File: config.mk
export PLATFORM = sky130hd
export DESIGN_NAME = mac_tile_dual
export DESIGN_NICKNAME = d
export VERILOG_FILES = /design/src/rtl/mac_tile_dual.sv
export SDC_FILE = /design/constraint.sdc
export NUM_CORES = 1
export LEC_CHECK = 0
export ABC_AREA = 1
export CAP_MARGIN = 20
export CORE_MARGIN = 4
export CORE_UTILIZATION = 66
export CTS_CLUSTER_DIAMETER = 50
export DETAILED_ROUTE_END_ITERATION = 10
export DONT_BUFFER_PORTS = 1
export PLACE_DENSITY = 0.82
export SLEW_MARGIN = 20
export SYNTH_ARGS = -nofsm -noshare
export SYNTH_HDL_FRONTEND = slang
export SYNTH_SLANG_ARGS = --single-unit
File: constraint.sdc
create_clock -name clk -period 9.3 [get_ports clk]
set_input_delay 2.79 -clock clk [delete_from_list [all_inputs] [get_ports clk]]
set_output_delay 2.79 -clock clk [all_outputs]
set_load 0.03 [all_outputs]
File: src/rtl/mac_tile_dual.sv
// Dual-dataflow systolic PE: weight-stationary or output-stationary, chosen while idle.
// Optional macro MAC_TILE_SAT_EN: saturating arithmetic and the sticky sat_flag output.
module mac_tile_dual #(
    parameter int bw      = 4,
    parameter int psum_bw = 16
) (
    input  logic               clk,
    input  logic               reset,
    input  logic               mode,
    input  logic [bw-1:0]      in_w,
    output logic [bw-1:0]      out_e,
    input  logic [1:0]         inst_w,
    output logic [1:0]         inst_e,
    input  logic [psum_bw-1:0] in_n,
    output logic [psum_bw-1:0] out_s,
    output logic               out_s_valid
`ifdef MAC_TILE_SAT_EN
    ,
    output logic               sat_flag
`endif
);

    typedef enum logic [1:0] {EMPTY, LOADED, DRAIN} state_t;

    localparam logic [1:0] INST_IDLE  = 2'b00;
    localparam logic [1:0] INST_LOAD  = 2'b01;
    localparam logic [1:0] INST_EXEC  = 2'b10;
    localparam logic [1:0] INST_FLUSH = 2'b11;

    state_t                     state_q;
    logic                       mode_q;
    logic [1:0]                 inst_q;
    logic [bw-1:0]              a_q, b_q;
    logic signed [psum_bw-1:0]  c_q, acc_q, os_out_q;
    logic                       valid_q;

    logic signed [psum_bw-1:0]  ws_prod, os_prod, ws_sum, acc_d;

    // Unsigned activation times signed weight, sign-extended to the psum width.
    function automatic logic signed [psum_bw-1:0] mul(input logic [bw-1:0] a,
                                                      input logic [bw-1:0] b);
        logic signed [2*bw:0] p;
        p = $signed({{bw{1'b0}}, a}) * $signed({{(bw+1){b[bw-1]}}, b});
        return psum_bw'(p);
    endfunction

    assign ws_prod = mul(a_q, b_q);
    assign os_prod = mul(in_w, in_n[bw-1:0]);

`ifdef MAC_TILE_SAT_EN
    logic ws_clip, acc_clip, sat_q;

    // Returns {clipped, value}; one guard bit exposes the signed overflow.
    function automatic logic [psum_bw:0] sat_add(input logic signed [psum_bw-1:0] x,
                                                 input logic signed [psum_bw-1:0] y);
        logic [psum_bw:0] s;
        s = {x[psum_bw-1], x} + {y[psum_bw-1], y};
        if (s[psum_bw] != s[psum_bw-1])
            return {1'b1, s[psum_bw], {(psum_bw-1){~s[psum_bw]}}};
        return {1'b0, s[psum_bw-1:0]};
    endfunction

    assign {ws_clip, ws_sum} = sat_add(ws_prod, c_q);
    assign {acc_clip, acc_d} = sat_add(acc_q, os_prod);

    always_ff @(posedge clk) begin
        if (!reset)
            sat_q <= 1'b0;
        else if (mode_q && inst_w == INST_FLUSH && state_q != DRAIN)
            sat_q <= 1'b0;
        else if (mode_q ? (inst_w == INST_EXEC && acc_clip) : ws_clip)
            sat_q <= 1'b1;
    end

    assign sat_flag = sat_q;
`else
    assign ws_sum = ws_prod + c_q;
    assign acc_d  = acc_q + os_prod;
`endif

    // NOTE: every register in the tile is reset, so a reset mid-operation drops the weight and the accumulator.
    always_ff @(posedge clk) begin
        if (!reset) begin
            state_q  <= EMPTY;
            mode_q   <= 1'b0;
            inst_q   <= INST_IDLE;
            a_q      <= '0;
            b_q      <= '0;
            c_q      <= '0;
            acc_q    <= '0;
            os_out_q <= '0;
            valid_q  <= 1'b0;
        end else begin
            inst_q <= inst_w;
            if (inst_w != INST_IDLE)
                a_q <= in_w;
            if (state_q == EMPTY && inst_w == INST_IDLE)
                mode_q <= mode;

            if (!mode_q) begin
                // A later load in LOADED just shifts the word east through a_q.
                if (inst_w == INST_LOAD && state_q == EMPTY) begin
                    b_q     <= in_w;
                    state_q <= LOADED;
                end
                if (inst_w[1])
                    c_q <= in_n;
            end else if (inst_w == INST_FLUSH) begin
                valid_q <= 1'b1;
                if (state_q != DRAIN) begin
                    os_out_q <= acc_q;
                    acc_q    <= '0;
                    state_q  <= DRAIN;
                end else begin
                    os_out_q <= in_n;
                end
            end else begin
                valid_q <= 1'b0;
                if (state_q == DRAIN)
                    state_q <= EMPTY;
                if (inst_w == INST_EXEC) begin
                    acc_q    <= acc_d;
                    os_out_q <= psum_bw'(in_n[bw-1:0]);
                end
            end
        end
    end

    assign out_e       = a_q;
    assign inst_e      = inst_q;
    assign out_s       = mode_q ? os_out_q : ws_sum;
    assign out_s_valid = valid_q;

endmodule
# Word level (Yosys, flattened, before mapping)

Index checks and enable logic that the tools add are counted.

Eq/ne operators: 8
Bitwise logic cells: 1
Muxes and demuxes: 13
Reductions and logical operators: 12
Multipliers: 2
$add $sub $neg: 2

Operators by type and width:

| cell                                                  | number |
|---|---|
| two-way mux 16 bit                                    | 7 |
| multiplier 5 x 4 -> 9 bit                             | 2 |
| adder 16 x 9 -> 16 bit                                | 1 |
| adder 9 x 16 -> 16 bit                                | 1 |
| two-way mux 2 bit                                     | 5 |
| == test 2 bit, second input constant                  | 3 |
| AND reduction 2 bit                                   | 3 |
| AND reduction 3 bit                                   | 2 |
| nonzero test 2 bit                                    | 3 |
| zero test 2 bit                                       | 2 |
| inequality test 3 x 1 -> 1 bit, second input constant | 1 |
| inequality test 3 x 2 -> 1 bit, second input constant | 1 |
| == test 2 x 1 -> 1 bit, second input constant         | 1 |
| logical AND 1 bit                                     | 2 |
| inequality test 2 x 1 -> 1 bit, second input constant | 1 |
| inequality test 2 bit, second input constant          | 1 |
| two-way mux 1 bit                                     | 1 |
| NOT 1 bit                                             | 1 |

Output and inout bits: 23
Bits of input ports: 25
Logic and storage cells: 47
Flip-flop bits (word level): 62

# Depth between registers and ports, before layout

Gate-level depths: netlist (run 1).

Depth after elaboration: 4
Gate-level depth with buffers: 18
Depth with buffers taken out: 18

# Least setup slack after synthesis (run 1)

Ideal clock, no wire load.

Kind: register to output
From: register b_q[3]
To: output port out_s[5]
Cell stages (with the launch flop): 12
Path slack: 2649 ps
Required time: 6510 ps
Path buffers: 0
Data arrival time: 3861 ps
Cells stage by stage: dfxtp_1 -> inv_1 -> or2_2 -> fa_1 -> fa_1 -> fa_1 -> inv_1 -> ha_1 -> nand3_1 -> nand2_1 -> xnor2_1 -> o21ai_0

Word-level cells in the longest chain between the ends: 3

RTL lines:

| element                   | line | text |
|---|---|---|
| start, declared           | 33   | `logic [bw-1:0] a_q, b_q;` |
| start signal, assigned    | 103  | `b_q <= in_w;` |
| multiplier 5 x 4 -> 9 bit | 43   | `p = $signed({{bw{1'b0}}, a}) * $signed({{(bw+1){b[bw-1]}}, b});` |
| adder 9 x 16 -> 16 bit    | 77   | `assign ws_sum = ws_prod + c_q;` |
| two-way mux 16 bit        | 131  | `assign out_s = mode_q ? os_out_q : ws_sum;` |
| end, declared             | 15   | `output logic [psum_bw-1:0] out_s,` |

No other way between the ends.

# Worst setup path after layout (run 1)

From: register b_q[3]
To: output port out_s[8]

Same word-level chain as after synthesis.

==> results of run 1 <==
[layer usage]
layer	routed length (um)	vias up	share of wire, %	global-route usage (%)
li1	-	2515	-	-
met1	5500	2282	42	33.2
met2	6580	135	50	49.8
met3	646	32	4.9	4.21
met4	378	2	2.9	9.56
met5	20	-	0.15	0
[final cells by class]
cell class / instances / share of cell area (%)
multi-input cells: 579 / 63.2
flip-flops and latches: 62 / 21.9
inverters: 127 / 8.40
well taps: 102 / 2.25
clock buffers: 9 / 2.18
clock inverters: 7 / 1.81
repair buffers: 1 / 0.264
[sequential cells by signal, indices dropped and copies added, names as in the netlist]
name,flops
out_e,4
inst_e,2
out_s_valid,1
mode_q,1
acc_q,16
c_q,16
state_q,2
b_q,4
os_out_q,16
[how the worst max path moves through the flow]
stage,from,end,cells after the start
global route,b_q[3],out_s[8],14
CTS,b_q[3],out_s[5],11
global placement,b_q[3],out_s[5],11
detailed placement,b_q[3],out_s[5],11
finish,b_q[3],out_s[8],14
floorplan,b_q[3],out_s[5],11
[cells by family after synthesis]
group | count (synthesis) | share of synthesized area (%)
buffers and inverters | 144 | 10.3
DFF | 62 | 23.1
xor gates and xnor gates | 5 | 0.814
and+or+nand+nor | 350 | 27.4
adders and majority gates | 100 | 26.3
AOI/OAI and AO/OA | 124 | 12.2
[layout by cell type (no fill, tap or decap)]
master      instances
a211oi_1            1
a21oi_1            68
a31oi_1             1
buf_8               1
bufinv_16           2
clkbuf_8            9
clkinv_4            1
clkinvlp_4          1
dfxtp_1            62
fa_1               22
ha_1               78
inv_1             121
inv_2               6
inv_6               3
nand2_1           209
nand2_2             4
nand2_4             1
nand3_1            48
nand3_2             1
nand3b_1            3
nand4_1             7
nor2_1             63
nor2_2              1
nor2_8              1
nor3_1              2
o211ai_1           12
o21ai_0            35
o21ai_1             6
o21bai_1            1
or2_2              10
xnor2_1             3
xor2_1              2
[per-stage QoR]
stage / instances / power [uW]
floorplan: 785 / 498
global placement: 870 / 535
detailed placement: 870 / 543
CTS: 886 / 812
global route: 887 / 863
finish: 887 / 810
[report_power, final]
group	switching, uW	internal, uW
clock network	116	154
registers	18.9	279
logic	163	79.7
total	298	513
[worst reg2reg max path, stage by stage (launching register included)]
cell and delay, ns:
dfxtp_1 0.31, inv_1 0.07, fa_1 0.49, fa_1 0.50
fa_1 0.50, inv_1 0.08, fa_1 0.49, nand3_1 0.11
nand3_1 0.16, a21oi_1 0.24, or2_2 0.14, nand3_1 0.05
a21oi_1 0.15
==> out/metrics.cfg, run 1 <==
[sta]
hold_viol = 0
setup_tns_ns = 0
tightest_slew_ns = 0.991
final_max_slew_viol_count = 0
period_minus_slack_ns = 7.31
rsz0062_at_grt = false
fmax_mhz = 137
hold_slack_ns = 0.472
setup_viol = 0
finalWorstSetupSlack_ns = 1.99
skew_ns = 0.0121
fin_crit_sh_pct = 78.5
maxSlewHeadroom_pct = 33.8

[grt]
grt-ovfl-total = 0
antenna_found_initial = 1
grt_pass1_vias = 4748
grt_max_degree = 33
grt_pass1_wl_um = 21900
gr-usage-all-layers_pct = 27.6

[synthesis]
synth-edff-count = 0
yosysMostFrequentCell = nand2_1
synth.top_cell.area_share_pct = 23.1
syn_area_um2 = 5380
synth_warnings = 0
ys.flop_type = dfxtp_1
ys_seq_elements = 62
syn_nets = 910
synthTopCellsByArea = dfxtp_1, ha_1, nand2_1, inv_1, fa_1
synth_cells = 785
yosys.area.top_type = dfxtp_1
ys_seq_area_share_pct = 23.1
async_flop_share_pct = 0
yosys.cell_types.count = 29
avgSynthCellArea_um2 = 6.86
yosys-top-cells-count = nand2_1, inv_1, ha_1

[setup_path]
cp_slowest_stage_delay_ns = 0.56
critPathRequiredTime_ns = 6.51
critPathMaxFanout = 10
r2r_slack_ns = 5.92
crit_family = adder cells
worstSetupStartpointType = flop
cpMostUsedCell = fa_1
worstSetupPathType = flop to output port
reg2reg_from = acc_q[3]
crit_chain = inv_1, or2_2, fa_1, fa_1, fa_1, fa_1, inv_1, nand3_1, nand2_1, inv_1, o21ai_0, a21oi_1, o21ai_0, nand2_1
reg2reg_to = acc_q[10]
path_buf_inv = 3
reg2reg_depth = 12
crit_path_top_delay_cell = dfxtp_1
crit_arrival_ns = 4.52
critPathCaptureType = output port

[floorplanning]
dieArea_um2 = 9660
io_pins = 48
placementRows = 32
die_x_um = 98.3
core_um2 = 7850
die_h_um = 98.3
start_util_pct = 68.6

[detailed_routing]
first_pass_iters = 5
routedWlPerCell_um = 14.8
drtAntennaViolNets = 0
via_count = 4966
drc = 0
routed_wl_um = 13100
drtIter0Drc = 303
viasPerCell = 5.60

[power]
vdd_ir_drop_max_v = 0.0000702
power_density_nw_per_um2 = 143
leakagePower_uw = 0.00306

[finish]
antenna_cells = 0
drive_above_1_share_pct = 5.22
nFillCells = 676
area_growth_pct = 5.46
nets = 905
fin_util_pct = 72.3
final_cell_area_um2 = 5680
multiInputGateArea_um2 = 3590
final-seq-area_um2 = 1240

[clock_network]
clockBufferDepth = 2
post-cts-setup-buffer-count = 0
numCtsBuffers = 9
cts_resized = 0
cts-root-buf = clkbuf_8
cts_tree = done
ctsHoldBuffers = 0
worstSkewPairLatency_ns = 0.35
clkTransAtPathRegs_ns = 0.07
htreeDepth = 3
clock_sinks = 62

[hold_path]
hold_end = os_out_q[6]
worst_hold_path_type = flop to flop
holdCritStartpoint = os_out_q[6]
holdPathStages = 2

[place]
postPlaceCellArea_um2 = 5440
dp_slack_ns = 2.36
hpwl_um = 10600
portBuffers = 0
place.gp.congestion = 0.967

[flow_run]
drv_cap = 0

[outcome]
status = finished, final reports clean

No activity file was read; power rests on OpenSTA's default activity.
==> run 2: changes to the inputs <==
--- a/config.mk
+++ b/config.mk
@@ -8,11 +8,11 @@
 export ABC_AREA = 1
 export CAP_MARGIN = 20
 export CORE_MARGIN = 4
-export CORE_UTILIZATION = 66
+export CORE_UTILIZATION = 59
 export CTS_CLUSTER_DIAMETER = 50
 export DETAILED_ROUTE_END_ITERATION = 10
 export DONT_BUFFER_PORTS = 1
-export PLACE_DENSITY = 0.82
+export PLACE_DENSITY = 0.78
 export SLEW_MARGIN = 20
 export SYNTH_ARGS = -nofsm -noshare
 export SYNTH_HDL_FRONTEND = slang
==> constraint.sdc (replaced) <==
create_clock -name clk -period 6.1 [get_ports clk]
set_input_delay 1.83 -clock clk [delete_from_list [all_inputs] [get_ports clk]]
set_output_delay 1.83 -clock clk [all_outputs]
set_load 0.03 [all_outputs]
==> run 2 against run 1 <==
Net effect:
- sequential cell count did not move
- critical path type unchanged
- die area rose by 11%
- worst setup slack lost 1.8 ns
- register-to-register slack got worse by 3.3 ns
- critical endpoint unchanged
- first-iteration DRC count fell by 17%
- highest routed layer is now met4
- via count shrank 0.70%
- cell count rose by 1.4%
- wire length up 1.2%
- hold slack worse by 0.0031 ns
- total power increased by 58%
- largest cell class unchanged
- core utilization decreased by 7.0 points
==> out/metrics.cfg, run 2 (synthesis results as in run 1) <==
[clock_network]
htreeDepth = 3  ; unchanged
post-cts-setup-buffer-count = 0  ; unchanged
ctsHoldBuffers = 0  ; unchanged
clkTransAtPathRegs_ns = 0.07  ; about the same
cts_resized = 0  ; unchanged
numCtsBuffers = 9  ; unchanged
clockBufferDepth = 2  ; unchanged
clock_sinks = 62  ; unchanged
worstSkewPairLatency_ns = 0.35  ; about the same
cts-root-buf = clkbuf_8  ; unchanged
cts_tree = done  ; unchanged

[power]
combPwrFrac_pct = 30.4  ; was 29.9%
sw_frac_of_total_pct = 35.4  ; was 36.7%
power.total_uw = 1280  ; was 810 uW
power_density_nw_per_um2 = 223  ; was 143 nW/um2
clkPwrFrac_pct = 34.7  ; was 33.3%
leakagePower_uw = 0.00309  ; was 0.00306 uW
vdd_ir_drop_max_v = 0.000110  ; was 0.0000702 V
power.switching_uw = 453  ; was 298 uW
power_frac_seq_pct = 34.9  ; was 36.8%
internal_power_uw = 828  ; was 513 uW

[grt]
grt_pass1_vias = 4754  ; was 4748
antenna_found_initial = 0  ; was 1
grt_pass1_wl_um = 22200  ; was 21900 um
grt-ovfl-total = 0  ; unchanged
grt_max_degree = 33  ; unchanged
gr-usage-all-layers_pct = 25.0  ; was 27.6%

[finish]
mostFrequentLayoutCells = nand2_1, inv_1, ha_1, a21oi_1, nor2_1  ; unchanged
final-seq-area_um2 = 1240  ; unchanged
reg_top3 = acc_q (16), c_q (16), os_out_q (16)  ; unchanged
nets = 911  ; was 905
multiInputGateArea_um2 = 3600  ; was 3590 um2
nFillCells = 785  ; was 676
area_growth_pct = 6.90  ; was 5.46%
drive_above_1_share_pct = 6.57  ; was 5.22%
antenna_cells = 0  ; unchanged
fin_util_pct = 65.3  ; was 72.3%
final_common_cell = nand2_1  ; unchanged

[sta]
hold_viol = 0  ; unchanged
setup_viol = 0  ; unchanged
final_max_slew_viol_count = 0  ; unchanged
rsz0062_at_grt = false  ; unchanged
hold_slack_ns = 0.468  ; was 0.472 ns
fmax_mhz = 170
setup_tns_ns = 0  ; unchanged
maxSlewHeadroom_pct = 30.3  ; was 33.8%
skew_ns = 0.0107  ; was 0.0121 ns
period_minus_slack_ns = 5.88
tightest_slew_ns = 1.04  ; was 0.991 ns
fin_crit_sh_pct = 96.3

[setup_path]
critPathMaxFanout = 6  ; was 10
startpoint = b_q[3]  ; unchanged
reg2reg_depth = 12  ; unchanged
reg2reg_from = acc_q[3]  ; unchanged
critPathCaptureType = output port  ; unchanged
worstSetupPathType = flop to output port  ; unchanged
reg2reg_to = acc_q[10]  ; unchanged
crit_chain = inv_1, or2_2, fa_1, fa_1, fa_1, fa_1, inv_1, nand3_1, nand2_2, inv_1, o21ai_0, a21oi_1, o21ai_0, nand2_2  ; was inv_1, or2_2, fa_1, fa_1, fa_1, fa_1, inv_1, nand3_1, nand2_1, inv_1, o21ai_0, a21oi_1, o21ai_0, nand2_1
r2r_slack_ns = 2.63  ; was 5.92 ns
critPathRequiredTime_ns = 4.27  ; was 6.51 ns
crit_end = out_s[8]  ; unchanged
crit_path_top_delay_cell = fa_1  ; was dfxtp_1
cp_slowest_stage_delay_ns = 0.54  ; was 0.56 ns
worstSetupStartpointType = flop  ; unchanged
crit_arrival_ns = 4.05  ; was 4.52 ns
cpMostUsedCell = fa_1  ; unchanged

[floorplanning]
core_um2 = 8810  ; was 7850 um2
die_h_um = 104  ; was 98.3 um
io_pins = 48  ; unchanged
placementRows = 34  ; was 32
die_x_um = 104  ; was 98.3 um
start_util_pct = 61.1  ; was 68.6%
dieArea_um2 = 10700  ; was 9660 um2

[detailed_routing]
routedWlPerCell_um = 14.8  ; about the same
viasPerCell = 5.48  ; was 5.60
via_count = 4931  ; was 4966
first_pass_iters = 5  ; unchanged
drtAntennaViolNets = 0  ; unchanged
drtIter0Drc = 251  ; was 303
routed_wl_um = 13300  ; was 13100 um
drc = 0  ; unchanged

[place]
place.gp.congestion = 0.885  ; was 0.967
portBuffers = 0  ; unchanged
hpwl_um = 10800  ; was 10600 um

[flow_run]
drv_cap = 0  ; unchanged

[hold_path]
worst_hold_path_type = flop to flop  ; unchanged

[outcome]
status = finished, final reports clean  ; unchanged

run 2: worst min-delay path by stage:
stage / start / end / slack (ns) / depth (start not counted)
after global routing: os_out_q[5] / os_out_q[5] / 0.48 / 2
after detailed placement: os_out_q[14] / os_out_q[14] / 0.46 / 2
after CTS: os_out_q[14] / os_out_q[14] / 0.47 / 2
after floorplan: os_out_q[7] / os_out_q[7] / 0.45 / 2
final: os_out_q[8] / os_out_q[8] / 0.47 / 2
after global placement: os_out_q[7] / os_out_q[7] / 0.45 / 2
run 2: stage by stage:
step	std cells	instance area, um2	setup WS, ns
2_1_floorplan	785	5380	0.409
4_1_cts	899	5740	0.136
6_report	899	5750	0.224
3_5_place_dp	883	5500	0.514
5_1_grt	899	5750	0.0105
3_3_place_gp	883	5500	0.589
run 2: critical path, delay by kind of cell (launching register included):
kind                     cells  cell delay [ns]
AO/OA/AOI/OAI                3             0.42
adder cells (fa/ha/maj)      4             1.98
buffers and inverters        3             0.28
flip-flops                   1             0.33
AND/OR/NAND/NOR              4             0.69
run 2: metal layers:
metal	share of wire, %	vias up	GRT usage (%)
met2	50	123	45.2
li1	-	2526	-
met4	3.0	0	9.02
met5	0	-	0
met1	43	2257	30.4
met3	4.5	25	3.48
run 2: cell type report:
type / instances / share of cell area (%)
repair buffers: 7 / 0.913
flip-flops and latches: 62 / 21.6
clock inverters: 7 / 2.13
well taps: 108 / 2.35
multi-input cells: 579 / 62.6
clock buffers: 9 / 2.15
inverters: 127 / 8.28
run 2: power by group through the flow:
stage | logic, uW | clock network, uW | registers (uW)
floorplan | 306 | 0 | 453
global placement | 370 | 0 | 455
detailed placement | 384 | 0 | 456
CTS | 388 | 444 | 447
global route | 443 | 465 | 450
finish | 389 | 444 | 447
==> run 3: changes to the inputs <==
--- a/config.mk
+++ b/config.mk
@@ -8,11 +8,11 @@
 export ABC_AREA = 1
 export CAP_MARGIN = 20
 export CORE_MARGIN = 4
-export CORE_UTILIZATION = 59
+export CORE_UTILIZATION = 66
 export CTS_CLUSTER_DIAMETER = 50
 export DETAILED_ROUTE_END_ITERATION = 10
 export DONT_BUFFER_PORTS = 1
-export PLACE_DENSITY = 0.78
+export PLACE_DENSITY = 0.82
 export SLEW_MARGIN = 20
 export SYNTH_ARGS = -nofsm -noshare
 export SYNTH_HDL_FRONTEND = slang
==> constraint.sdc (replaced) <==
create_clock -name clk -period 7 [get_ports clk]
set_input_delay 2.1 -clock clk [delete_from_list [all_inputs] [get_ports clk]]
set_output_delay 2.1 -clock clk [all_outputs]
set_load 0.03 [all_outputs]
==> run 3 against run 2 <==
Net effect:
- register-to-register slack improved by 0.88 ns
- non-clock buffer count decreased by 5
- clock power is 18% lower
- sequential power shrank 11%
- wire length is 0.44% higher
- highest routed layer unchanged
==> out/metrics.cfg, run 3 (synthesis results as in run 1) <==
[finish]
reg_top3 = acc_q (16), c_q (16), os_out_q (16)  ; unchanged
mostFrequentLayoutCells = nand2_1, inv_1, ha_1, a21oi_1, nor2_1  ; unchanged
area_growth_pct = 5.51  ; was 6.90%
nets = 906  ; was 911
final_common_cell = nand2_1  ; unchanged
antenna_cells = 0  ; unchanged
drive_above_1_share_pct = 5.34  ; was 6.57%
fin_util_pct = 72.4  ; was 65.3%

[sta]
setup_tns_ns = 0  ; unchanged
rsz0062_at_grt = false  ; unchanged
tightest_slew_ns = 0.973  ; was 1.04 ns
hold_viol = 0  ; unchanged
fin_crit_sh_pct = 94.0
period_minus_slack_ns = 6.58
setup_viol = 0  ; unchanged
fmax_mhz = 152
final_max_slew_viol_count = 0  ; unchanged
maxSlewHeadroom_pct = 35.1  ; was 30.3%
skew_ns = 0.0139  ; was 0.0107 ns

[detailed_routing]
drtAntennaViolNets = 0  ; unchanged
via_count = 4991  ; was 4931
first_pass_iters = 6  ; was 5
routedWlPerCell_um = 15.0  ; was 14.8 um
drc = 0  ; unchanged
viasPerCell = 5.62  ; was 5.48
routed_wl_um = 13300  ; about the same
drtIter0Drc = 340  ; was 251

[setup_path]
critPathMaxFanout = 10  ; was 6
crit_family = adder cells  ; unchanged
critPathRequiredTime_ns = 4.90  ; was 4.27 ns
path_buf_inv = 3  ; unchanged
cp_slowest_stage_delay_ns = 0.56  ; was 0.54 ns
crit_chain = inv_1, or2_2, fa_1, fa_1, fa_1, fa_1, inv_1, nand3_1, nand2_1, inv_1, o21ai_0, a21oi_1, o21ai_0, nand2_1  ; was inv_1, or2_2, fa_1, fa_1, fa_1, fa_1, inv_1, nand3_1, nand2_2, inv_1, o21ai_0, a21oi_1, o21ai_0, nand2_2
crit_path_top_delay_cell = dfxtp_1  ; was fa_1
worstSetupPathType = flop to output port  ; unchanged
critPathCaptureType = output port  ; unchanged
cpMostUsedCell = fa_1  ; unchanged
worstSetupStartpointType = flop  ; unchanged
crit_arrival_ns = 4.48  ; was 4.05 ns

[floorplanning]
placementRows = 32  ; was 34
dieArea_um2 = 9660  ; was 10700 um2
start_util_pct = 68.6  ; was 61.1%
die_h_um = 98.3  ; was 104 um
io_pins = 48  ; unchanged
core_um2 = 7850  ; was 8810 um2
die_x_um = 98.3  ; was 104 um

[grt]
antenna_found_initial = 0  ; unchanged
grt_max_degree = 33  ; unchanged
grt_pass1_wl_um = 22600  ; was 22200 um
gr-usage-all-layers_pct = 28.2  ; was 25.0%
grt-ovfl-total = 0  ; unchanged
grt_pass1_vias = 4892  ; was 4754

[power]
vdd_ir_drop_max_v = 0.000113  ; was 0.000110 V
combPwrFrac_pct = 30.2  ; was 30.4%
leakagePower_uw = 0.00306  ; was 0.00309 uW
power.switching_uw = 401  ; was 453 uW
clkPwrFrac_pct = 33.4  ; was 34.7%
internal_power_uw = 686  ; was 828 uW
power_density_nw_per_um2 = 191  ; was 223 nW/um2
power_frac_seq_pct = 36.4  ; was 34.9%
sw_frac_of_total_pct = 36.9  ; was 35.4%

[hold_path]
worst_hold_path_type = flop to flop  ; unchanged

[clock_network]
cts_tree = done  ; unchanged
post-cts-setup-buffer-count = 0  ; unchanged
cts_resized = 0  ; unchanged
htreeDepth = 3  ; unchanged
cts-root-buf = clkbuf_8  ; unchanged
ctsHoldBuffers = 0  ; unchanged
numCtsBuffers = 9  ; unchanged
clock_sinks = 62  ; unchanged
worstSkewPairLatency_ns = 0.34  ; was 0.35 ns
clockBufferDepth = 2  ; unchanged
clkTransAtPathRegs_ns = 0.08  ; was 0.07 ns

[place]
portBuffers = 0  ; unchanged
hpwl_um = 10800  ; about the same
place.gp.congestion = 0.987  ; was 0.885

[flow_run]
drv_cap = 0  ; unchanged

[outcome]
status = finished, final reports clean  ; unchanged

==> run 3: changes by cell type in the layout (fill, tap and decap cells not counted), sizes merged <==
| cell | previous run | this run |
|---|---|---|
| clkinvlp | 2 | 1 |
| inv | 127 | 129 |
| bufinv | 3 | 2 |
| buf | 7 | 2 |
==> run 3: final timing paths <==
check                           slack [ns]         from  cells after the start           to
worst max-delay path                  0.42       b_q[3]                     14     out_s[8]
worst min-delay path                  0.47  os_out_q[7]                      2  os_out_q[7]
worst max register to register        3.51     acc_q[3]                     12    acc_q[10]
worst min register to register        0.47  os_out_q[7]                      2  os_out_q[7]
==> run 3: per-layer routing <==
metal / routed length (um) / track usage (%) / vias up / share of wire [%]
li1: - / - / 2504 / -
met1: 5570 / 35.0 / 2274 / 42
met2: 6520 / 49.1 / 168 / 49
met3: 666 / 3.50 / 45 / 5.0
met4: 581 / 12.2 / 0 / 4.4
met5: 0 / 0 / - / 0
==> run 3: cell type report <==
class | count | area [um2]
clock inverters | 7 | 105
repair buffers | 2 | 15.0
multi-input cells | 579 | 3590
inverters | 127 | 477
clock buffers | 9 | 124
well taps | 102 | 128
fillers | 658 | 2170
flip-flops and latches | 62 | 1240
==> run 3: per-stage QoR <==
step / setup slack (ns) / cells / hold WS [ns] / instance area (um2) / power (uW)
global route: 0.0514 / 888 / 0.482 / 5680 / 1160
global placement: 0.917 / 872 / 0.454 / 5450 / 715
CTS: 0.441 / 888 / 0.468 / 5680 / 1090
finish: 0.417 / 888 / 0.468 / 5680 / 1090
floorplan: 1.04 / 785 / 0.445 / 5380 / 661
detailed placement: 0.806 / 872 / 0.456 / 5450 / 727
==> run 3: power groups by stage <==
stage                     Sequential (uW)  Combinational, uW  Clock, uW
final                                 396                328        364
after global routing                  398                375        383
after CTS                             395                328        365
after detailed placement              404                323          0
after global placement                403                312          0
after floorplan                       395                267          0
==> run 3: tightest hold or removal path: stages, from the launching register on <==
cell and delay, ns:
dfxtp_1 0.31, nand2_1 0.06, a21oi_1 0.05
